### src/rtl/jtframe_mixseq.sv
// Sequential CH-channel gain mixer: one signed x unsigned-4.4 product per clk, then shift and saturate.
// Clip indicator (peak) is compiled in only when JTFRAME_MIXSEQ_PEAK_EN is defined.
module jtframe_mixseq #(
    parameter int CH       = 4,
    parameter int W        = 16,
    parameter int WOUT     = 16,
    parameter int PEAKHOLD = 1024
) (
    input  logic                   clk,
    input  logic                   rst,
    input  logic                   cen,
    input  logic [CH*W-1:0]        ch,
    input  logic [CH*8-1:0]        gain,
    output logic signed [WOUT-1:0] mixed,
    output logic                   sample,
    output logic                   busy,
    output logic                   peak
);
    localparam int KW = $clog2(CH);
    localparam int PW = WOUT + 9;
    localparam int AW = PW + KW;
    localparam logic signed [AW-1:0] MAXV = {{(AW-WOUT+1){1'b0}}, {(WOUT-1){1'b1}}};
    localparam logic signed [AW-1:0] MINV = {{(AW-WOUT+1){1'b1}}, {(WOUT-1){1'b0}}};

    typedef enum logic [1:0] {IDLE = 2'd0, ACC = 2'd1, SAT = 2'd2} state_t;

    state_t                 r_state;
    logic [CH*W-1:0]        r_ch;
    logic [CH*8-1:0]        r_gain;
    logic [KW-1:0]          r_idx;
    logic signed [AW-1:0]   r_acc;

    logic signed [W-1:0]    w_smp;
    logic [7:0]             w_g;
    logic signed [WOUT-1:0] w_scaled;
    logic signed [PW-1:0]   w_sx;
    logic signed [PW-1:0]   w_gx;
    logic signed [PW-1:0]   w_prod;
    logic signed [AW-1:0]   w_shift;
    logic                   w_hi;
    logic                   w_lo;
    logic signed [WOUT-1:0] w_sat;

    // Current channel product: sample aligned to the output width, times the zero-extended gain
    always_comb begin
        w_smp    = r_ch[int'(r_idx)*W +: W];
        w_g      = r_gain[int'(r_idx)*8 +: 8];
        w_scaled = WOUT'(w_smp) <<< (WOUT - W);
        w_sx     = PW'(w_scaled);
        w_gx     = PW'($signed({1'b0, w_g}));
        w_prod   = w_sx * w_gx;
    end

    // Drop the 4 fractional gain bits and clamp to the signed output range
    always_comb begin
        w_shift = r_acc >>> 4;
        w_hi    = (w_shift > MAXV);
        w_lo    = (w_shift < MINV);
        if (w_hi) begin
            w_sat = MAXV[WOUT-1:0];
        end else if (w_lo) begin
            w_sat = MINV[WOUT-1:0];
        end else begin
            w_sat = w_shift[WOUT-1:0];
        end
    end

    // Mix sequencer with registered mixed/sample/busy
    always_ff @(posedge clk) begin
        if (rst) begin
            r_state <= IDLE;
            r_ch    <= {(CH*W){1'b0}};
            r_gain  <= {(CH*8){1'b0}};
            r_idx   <= {KW{1'b0}};
            r_acc   <= {AW{1'b0}};
            mixed   <= {WOUT{1'b0}};
            sample  <= 1'b0;
            busy    <= 1'b0;
        end else begin
            sample <= 1'b0;
            case (r_state)
                IDLE: begin
                    // Also reached on the sample clk, so a cen there starts the next mix
                    if (cen) begin
                        r_ch    <= ch;
                        r_gain  <= gain;
                        r_acc   <= {AW{1'b0}};
                        r_idx   <= {KW{1'b0}};
                        busy    <= 1'b1;
                        r_state <= ACC;
                    end else begin
                        busy <= 1'b0;
                    end
                end
                ACC: begin
                    r_acc <= r_acc + AW'(w_prod);
                    if (r_idx == KW'(CH - 1)) begin
                        r_state <= SAT;
                    end else begin
                        r_idx <= r_idx + KW'(1);
                    end
                end
                SAT: begin
                    mixed   <= w_sat;
                    sample  <= 1'b1;
                    r_state <= IDLE;
                end
                default: begin
                    r_state <= IDLE;
                end
            endcase
        end
    end

`ifdef JTFRAME_MIXSEQ_PEAK_EN
    logic [15:0] r_pcnt;
    logic        r_peak;

    // Peak hold: reload on every clip, then count down and drop the flag at zero
    always_ff @(posedge clk) begin
        if (rst) begin
            r_pcnt <= 16'd0;
            r_peak <= 1'b0;
        end else if ((r_state == SAT) && (w_hi || w_lo)) begin
            r_pcnt <= 16'(PEAKHOLD);
            r_peak <= 1'b1;
        end else if (r_pcnt != 16'd0) begin
            r_pcnt <= r_pcnt - 16'd1;
            r_peak <= (r_pcnt > 16'd1);
        end else begin
            r_peak <= 1'b0;
        end
    end

    assign peak = r_peak;
`else
    assign peak = 1'b0;
`endif

endmodule

### config.mk
export PLATFORM = sky130hd
export DESIGN_NAME = jtframe_mixseq
export DESIGN_NICKNAME = d
export VERILOG_FILES = /design/src/rtl/jtframe_mixseq.sv
export SDC_FILE = /design/constraint.sdc
export NUM_CORES = 1
export LEC_CHECK = 0
export CAP_MARGIN = 40
export CORE_MARGIN = 2
export CORE_UTILIZATION = 46
export CTS_CLUSTER_SIZE = 28
export DETAILED_ROUTE_END_ITERATION = 8
export GPL_TIMING_DRIVEN = 0
export PLACE_DENSITY = 0.67
export SYNTH_ARGS = -nofsm -noshare
export SYNTH_HDL_FRONTEND = slang
export SYNTH_SLANG_ARGS = --single-unit
### constraint.sdc
create_clock -name clk -period 14.2 [get_ports clk]
set_input_delay 2.84 -clock clk [delete_from_list [all_inputs] [get_ports clk]]
set_output_delay 2.84 -clock clk [all_outputs]
set_load 0.03 [all_outputs]
* Word-level counts from Yosys, hierarchy flattened
Index checks and enable logic that the tools add are counted.
Word-level totals: output and inout bits 19, input port bits 99, word-level logic and storage cells 39, flip-flop bits (word level) 145
Cells by class: $lt $le $gt $ge 2, equal/unequal tests 6, reduce and logical (&&, ||, !) cells 6, muxes and demuxes 12, add/sub/neg operators 2, multipliers 1, shift-type cells 2
Operator list (count):
- $shiftx 64x7->16 | 1
- $pmux 27 s2 | 1
- $mux 16 | 2
- $shiftx 32x6->8 | 1
- $add 27x25->27 | 1
- $mux 27 | 1
- $mul 16x9->25 | 1
- $gt 23x16->1 const B | 1
- $lt 23x16->1 const B | 1
- $mux 2 | 4
- $pmux 2 s2 | 2
- $ne 2x2->1 const B | 3
- $reduce_and 2->1 | 3
- $eq 2x2->1 const B | 2
- $reduce_and 3->1 | 1
- $add 2x1->2 const B | 1
- $eq 2x1->1 const B | 1
- $logic_not 2->1 | 1
- $mux 1 | 2
- $reduce_bool 2->1 | 1

* Longest topological paths before layout
Gate-level depths: netlist of the first run.
depth after elaboration 4, gate-level depth with buffers 24

* Worst setup path after synthesis of the first run
OpenSTA, ideal clock, no wires.
path type register to register, start register r_idx[0], end register r_acc[26], path slack 7.949 ns, library setup time 0.117 ns, data arrival time 6.134 ns, stages on the path, launching flop included 23, buffers on the path 2, path through dfxtp_1 buf_2 buf_2 mux4_2 and2_1 fa_1 inv_1 fa_1 inv_1 fa_1 inv_1 fa_1 fa_1 inv_1 ha_1 a21o_1 a21o_1 nand4_1 nand4b_1 nand2_1 nand2_1 a311o_1 a22o_1
On the way: cells in the longest elaborated chain, start to end 4, elaborated cells on any way between the ends 5, classes of those cells add/sub: 1; mul: 1; shift: 2; mux: 1
Ends and longest elaborated chain:
- start: declaration | RTL line 30 | logic [KW-1:0] r_idx;
- start signal: assignment | RTL line 74 | r_idx <= {KW{1'b0}};
- start signal: assignment | RTL line 88 | r_idx <= {KW{1'b0}};
- start signal: assignment | RTL line 100 | r_idx <= r_idx + KW'(1);
- $shiftx 64x7->16 or $shiftx 32x6->8 (tied branches) | RTL line 46, 47
- $mul 16x9->25 * | RTL line 51 | w_prod = w_sx * w_gx;
- $add 27x25->27 * | RTL line 96 | r_acc <= r_acc + AW'(w_prod);
- $pmux 27 s2 * | RTL line 81 | case (r_state)
- end signal: assignment | RTL line 75 | r_acc <= {AW{1'b0}};
- end signal: assignment | RTL line 87 | r_acc <= {AW{1'b0}};
- end signal: assignment | RTL line 96
- end: declaration | RTL line 31 | logic signed [AW-1:0] r_acc;
Every way passes the cells marked *; elsewhere a longest branch is shown, timed or not. A chain may end at the register's enable or synchronous reset.

* Worst setup path after layout of the first run
start register r_idx[1], end register r_acc[26]
The elaborated chain is that of the path after synthesis.

==> flow_metrics.tcl, run 1 <==
set metrics [dict create \
    ff2ff_path_depth 24 \
    fmax_mhz 138 \
    post_cts_buffers 0 \
    cts_made_buffers 17 \
    synth_xor_area_share_pct 1.97 \
    critical_path_class "reg2reg" \
    dp_slack_ps 7040 \
    core_area_um2 24200 \
    yosys_register_bits 145 \
    hold_violations 0 \
    finalNonFillerCells 1773 \
    r2r-end "r_acc[26]" \
    grt_overflow 0 \
    maxCapViolCount 0 \
    io_pins 118 \
    ys_seq_area_share_pct 25.8 \
    rows 57 \
    grt_antenna_before_repair 1 \
    cts_tree "done" \
    fin_worst_skew_ps 13.1 \
    endpoint "r_acc[26]" \
    max_slew_margin_pct 39.1 \
    hpwl_um 24300 \
    drt_iter0_drc 637 \
    setup_tns_ps 0 \
    routed_wl_um 30500 \
    fin_nets 1721 \
    clk_pin_slew_ps 70 \
    fin_crit_ps 7220 \
    synth_compound_area_share_pct 11.6 \
    drc 0 \
    syn_nets 1585 \
    die_area_um2 25700 \
    reg2reg_slack_ps 6980 \
    hold_class "reg2reg" \
    synth_top_family_by_area "adder cells" \
    wire_per_inst_um 17.2 \
    clk_latency_ps 440 \
    postSynthCellCount 1299 \
    grt_pass1_vias 9669 \
    required_ps 14530 \
    yosysWarnings 0 \
    drive_gt1_share_pct 5.11 \
    crit_arrival_ps 7550 \
    async_flop_share_pct 0 \
    portBuffers 115 \
    outcome "finished clean" \
    cp-startpoint "r_idx[1]" \
    track_usage_pct 25.3 \
    startpoint_type "flip-flop" \
    avgSynthCellArea_um2 8.66 \
    synth_cell_type_count 58 \
    dr_total_vias 9389 \
    worstSetupEndpointType "flip-flop" \
    drtAntennaViolNets 0 \
    timing.final.ws_setup_ps 6980 \
    powerDensity_nw_per_um2 87.9 \
    synth-adder-area-share_pct 29.3 \
    die_h_um 160 \
    synth.area.mux_share_pct 5.07 \
    power.total_mw 1.18 \
    utilization_pct 55.5 \
    h-tree-depth 4 \
    place_congestion 0.888 \
    start_util_pct 46.5 \
    rsz0062_at_grt "no" \
    via_per_inst 5.30 \
    timing_worst_slew_pin_value_ps 910 \
    maxSlewViolCount 0 \
    final.period_utilization_pct 50.9 \
    place_inst 1740 \
    p_leak_nw 6.02 \
    r2r-start "r_idx[1]" \
    yosys.area_share.simple_pct 18.2 \
    crit_fanout 10 \
    cts.sinks 145 \
    cts_root_buf "clkbuf_16" \
    first_pass_iters 5 \
    ctsResizeCount 0 \
    cts_buffer_depth 2 \
    synth-edff-count 0 \
    setup_viol 0 \
    syn-cell-area_um2 11200 \
    die_w_um 160 \
    irDropWorstVdd_v 0.0000738 \
    yosys_most_used_dff "dfxtp_1" \
    cts_hold_buf 0 \
    syn2layout_area_growth_pct 19.2 \
    grt_max_degree 18 \
    grt_pass1_wl_um 50700 \
]
synth_stat cells, types with 2 or more instances:
cell type,count,share of area (%)
nor2_1,41,1.4
buf_2,3,0.13
o21ai_0,12,0.53
o21ai_1,10,0.44
o211ai_1,2,0.13
o21bai_1,2,0.13
buf_1,3,0.10
a22o_1,3,0.23
xnor2_1,9,0.70
a211oi_2,2,0.22
nor2b_1,6,0.33
and2_1,78,4.3
nand2_1,279,9.3
clkbuf_1,56,1.9
o21a_1,3,0.20
a21oi_2,2,0.16
mux2i_1,3,0.27
ha_1,60,6.7
a21o_1,13,0.87
nand3_1,12,0.53
a311o_1,2,0.18
nor4_1,5,0.28
a31oi_1,7,0.39
nor3_1,21,0.93
dfxtp_1,145,26
inv_1,176,5.9
nand2b_1,3,0.17
xor2_1,11,0.86
and3_1,3,0.17
nand4_1,5,0.28
a211oi_1,2,0.13
mux4_2,24,4.8
a21oi_1,145,6.5
fa_1,127,23
power by group:
group	leakage (nW)	switching, mW	internal (mW)	total (mW)
sequential	1.18	0.0163	0.429	0.445
combinational	4.55	0.166	0.111	0.277
clock	0.288	0.219	0.236	0.455
total	6.02	0.402	0.777	1.18
layer usage:
layer | part of all wire (%) | GRT usage [%] | vias to the layer above | wire (µm)
met4 | 2.2 | 7.45 | 0 | 673
li1 | - | - | 4433 | -
met2 | 48 | 42.5 | 321 | 14700
met1 | 43 | 33.9 | 4579 | 13300
met3 | 6.3 | 4.21 | 56 | 1930
met5 | 0 | 0 | - | 0
cell families after synthesis:
kind of cell	count (synthesis)
flip-flops	145
adder cells (fa/ha/maj)	187
other	1
multiplexers	27
buffers and inverters	239
AND/OR/NAND/NOR	460
XOR/XNOR	22
AO/OA/AOI/OAI	218
placed cells by master, fill, tap and decap left out, types with 24 or more instances in the layout:
cell             synthesis  routed
dfxtp_1                145     145
a21oi_1                145     145
and2_1                  78      78
inv_1                  176     176
clkdlybuf4s50_1          0     115
ha_1                    60      60
fa_1                   127     127
nor2_1                  41      41
nand2_1                279     279
mux4_2                  24      24
clkbuf_1                56      56
per-stage QoR:
stage | hold WS [ps] | area (µm²)
2_1_floorplan | 433 | 11200
3_3_place_gp | 439 | 12800
3_5_place_dp | 445 | 12800
4_1_cts | 455 | 13400
5_1_grt | 472 | 13400
6_report | 454 | 13400
sequential cells by signal (all words and copies together) (netlist names):
name and cells:
mixed 16, busy 1, r_idx 2, r_ch 64
r_state 2, r_gain 32, sample 1, r_acc 27
final cells by class:
type                            instances  area, µm²
Clock buffer                           17        425
Fill cell                            2237      10800
Inverter                              176        661
Antenna cell                            1       2.50
Multi-Input combinational cell        915       7440
Timing Repair Buffer                  117       1160
Clock inverter                         15        166
Buffer                                 63        244
Sequential cell                       145       2900
Tap cell                              324        405
critical path, stage by stage, from the launching register on:
cell and delay (ps):
dfxtp_1 340, clkbuf_1 340, clkbuf_1 590, mux4_2 480, clkbuf_1 450, nand2_1 150
fa_1 560, inv_1 50, fa_1 490, inv_1 50, fa_1 480, inv_1 60
fa_1 530, inv_1 80, fa_1 500, inv_1 40, ha_1 330, o21ai_0 110
nand2b_1 100, a41o_2 270, a31oi_4 140, o31ai_4 280, a211oi_2 160, a311o_1 350
a22o_1 180
worst min path at each step:
stage | start | end | cells after the start
after CTS | r_gain[18] | r_gain[18] | 2
final | r_ch[30] | r_ch[30] | 2
after floorplan | r_ch[32] | r_ch[32] | 2
after detailed placement | r_gain[18] | r_gain[18] | 2
after global routing | r_gain[19] | r_gain[19] | 2
after global placement | r_ch[15] | r_ch[15] | 2
No activity file was read; power rests on OpenSTA's default activity.
==> run 2, diff against run 1 <==
- PLACE_DENSITY: 0.67 -> 0.7
- clock period: 14.2 -> 6.2 ns (I/O delays scaled with it)
==> run 2 against run 1 <==
Compared with the run above: die area stayed put; worst setup slack worse by 6800 ps; highest routed layer unchanged; sequential power is 130% higher; critical path type unchanged.
==> flow_metrics.tcl, run 2 (same netlist as run 1, synthesis figures left out) <==
set metrics [dict create \
    cts_tree "done" \
    grt_overflow 0 \
    worstSetupEndpointType "flip-flop" \
    cpMostUsedCell "fa_1" \
    cts_root_buf "clkbuf_16" \
    via_per_inst 5.32 \
    clk_pin_slew_ps 70 \
    largest_reg_flops 64 \
    p_leak_nw 6.32 \
    place_congestion 0.892 \
    power.clock.fraction_pct 38.2 \
    drtAntennaViolNets 0 \
    setup_viol 0 \
    maxSlewViolCount 0 \
    internal_power_mw 1.86 \
    drc 0 \
    dr_total_vias 9650 \
    fin_crit_ps 6060 \
    hpwl_um 24300 \
    crit_arrival_ps 6400 \
    die_h_um 160 \
    final_area_um2 14200 \
    grt_max_degree 20 \
    cts_buffer_depth 2 \
    track_usage_pct 25.3 \
    startpoint_type "flip-flop" \
    p_comb_share_pct 25.7 \
    fin_nets 1764 \
    reg_top3 "r_ch: 64 flops, r_gain: 32 flops, r_acc: 27 flops" \
    powerDensity_nw_per_um2 200 \
    grt_pass1_vias 9844 \
    routed_wl_um 31600 \
    top_register "r_ch" \
    crit_fanout 6 \
    syn2layout_area_growth_pct 26.1 \
    setup_tns_ps 0 \
    hold_violations 0 \
    path_buf_inv 5 \
    die_area_um2 25700 \
    place_area_um2 12800 \
    sw_frac_of_total_pct 34.4 \
    cts.sinks 145 \
    h-tree-depth 4 \
    cts_made_buffers 17 \
    critical_path_class "reg2reg" \
    core_area_um2 24200 \
    power.total_mw 2.83 \
    die_w_um 160 \
    rows 57 \
    crit_chain "buf_12, buf_4, mux4_2, buf_4, and2_1, fa_1, fa_1, fa_1, fa_1, inv_1, fa_1, inv_1, ha_4, a21o_1, a41o_2, a31oi_4, o31ai_4, a211oi_4, o22ai_1, a22o_1" \
    start_util_pct 46.5 \
    max_slew_margin_pct 38.8 \
    first_pass_iters 5 \
    irDropWorstVdd_v 0.000164 \
    io_pins 118 \
    drive_gt1_share_pct 12.3 \
    drt_iter0_drc 667 \
    grt_antenna_before_repair 0 \
    final.period_utilization_pct 97.8 \
    cts_hold_buf 0 \
    cpMaxStageDelayCell "mux4_2" \
    timing_worst_slew_pin_value_ps 914 \
    fmax_mhz 165 \
    fin_worst_skew_ps 14.1 \
    rsz0062_at_grt "yes" \
    wire_per_inst_um 17.4 \
    clk_latency_ps 450 \
    maxCapViolCount 0 \
    hold_class "reg2reg" \
    final_common_cell "nand2_1" \
    antenna_cells 0 \
    final_cell_mix "278 x nand2_1, 171 x inv_1, 143 x dfxtp_1, 136 x a21oi_1, 123 x fa_1" \
    switchingPower_mw 0.973 \
    portBuffers 115 \
    grt_pass1_wl_um 50400 \
    required_ps 6540 \
    cp_top_family "adder cells" \
    critical_path.max_stage_delay_ps 570 \
    seqPwrFrac_pct 36.1 \
    outcome "finished clean" \
]
## run 2: tightest hold or removal path: cells and delay by family, from the launching register on
kind	cells	cell delay, ps
compound gates	1	50
simple gates	1	50
flops	1	310
## run 2: power groups by stage
stage	clock network (mW)	registers [mW]	logic, mW
4_1_cts	1.08	1.02	0.675
3_5_place_dp	0	1.04	0.633
6_report	1.08	1.02	0.728
3_3_place_gp	0	1.04	0.616
2_1_floorplan	0	1.03	0.425
5_1_grt	1.12	1.03	0.809
## run 2: final timing paths
path                   start         end  slack [ps]  depth (start not counted)
hold reg to reg   r_gain[23]  r_gain[23]         460                          2
setup / recovery    r_idx[0]   r_acc[26]         140                         20
hold / removal    r_gain[23]  r_gain[23]         460                          2
setup reg to reg    r_idx[0]   r_acc[26]         140                         20
## run 2: repair_timing
action                                 in CTS  in global routing
setup buffers                              25                 19
cloned                                      2                  1
pin swaps                                   8                 33
endpoints found under the hold margin       0                  0
gates resized for setup                    40                 65
setup endpoints to repair                  19                 11
## run 2: cell type report
cell class / instances / area, µm²
Clock inverter: 15 / 204
Sequential cell: 145 / 2910
Clock buffer: 17 / 425
Tap cell: 324 / 405
Multi-Input combinational cell: 915 / 7700
Inverter: 176 / 663
Fill cell: 2083 / 10000
Buffer: 59 / 312
Timing Repair Buffer: 164 / 1560
## run 2: routing by layer
metal | part of all wire [%] | track usage [%]
met5 | 0 | 0
met4 | 2.8 | 8.89
met3 | 5.7 | 3.69
met2 | 49 | 43.3
met1 | 42 | 32.8
## run 2: stage by stage
stage / instances / util (%) / setup slack, ps / hold slack (ps)
2_1_floorplan: 1299 / - / 45.4 / 433
4_1_cts: 1796 / 57.0 / 0.588 / 455
6_report: 1815 / 58.7 / 135 / 457
3_5_place_dp: 1740 / 53.0 / -963 / 445
3_3_place_gp: 1738 / 53.0 / -864 / 440
5_1_grt: 1815 / 58.7 / -43.7 / 474
==> run 3, diff against run 2 <==
- RECOVER_POWER: not set -> 50
==> results of run 3 <==
The final DEF is identical to that of run 2; final timing and power are the same.
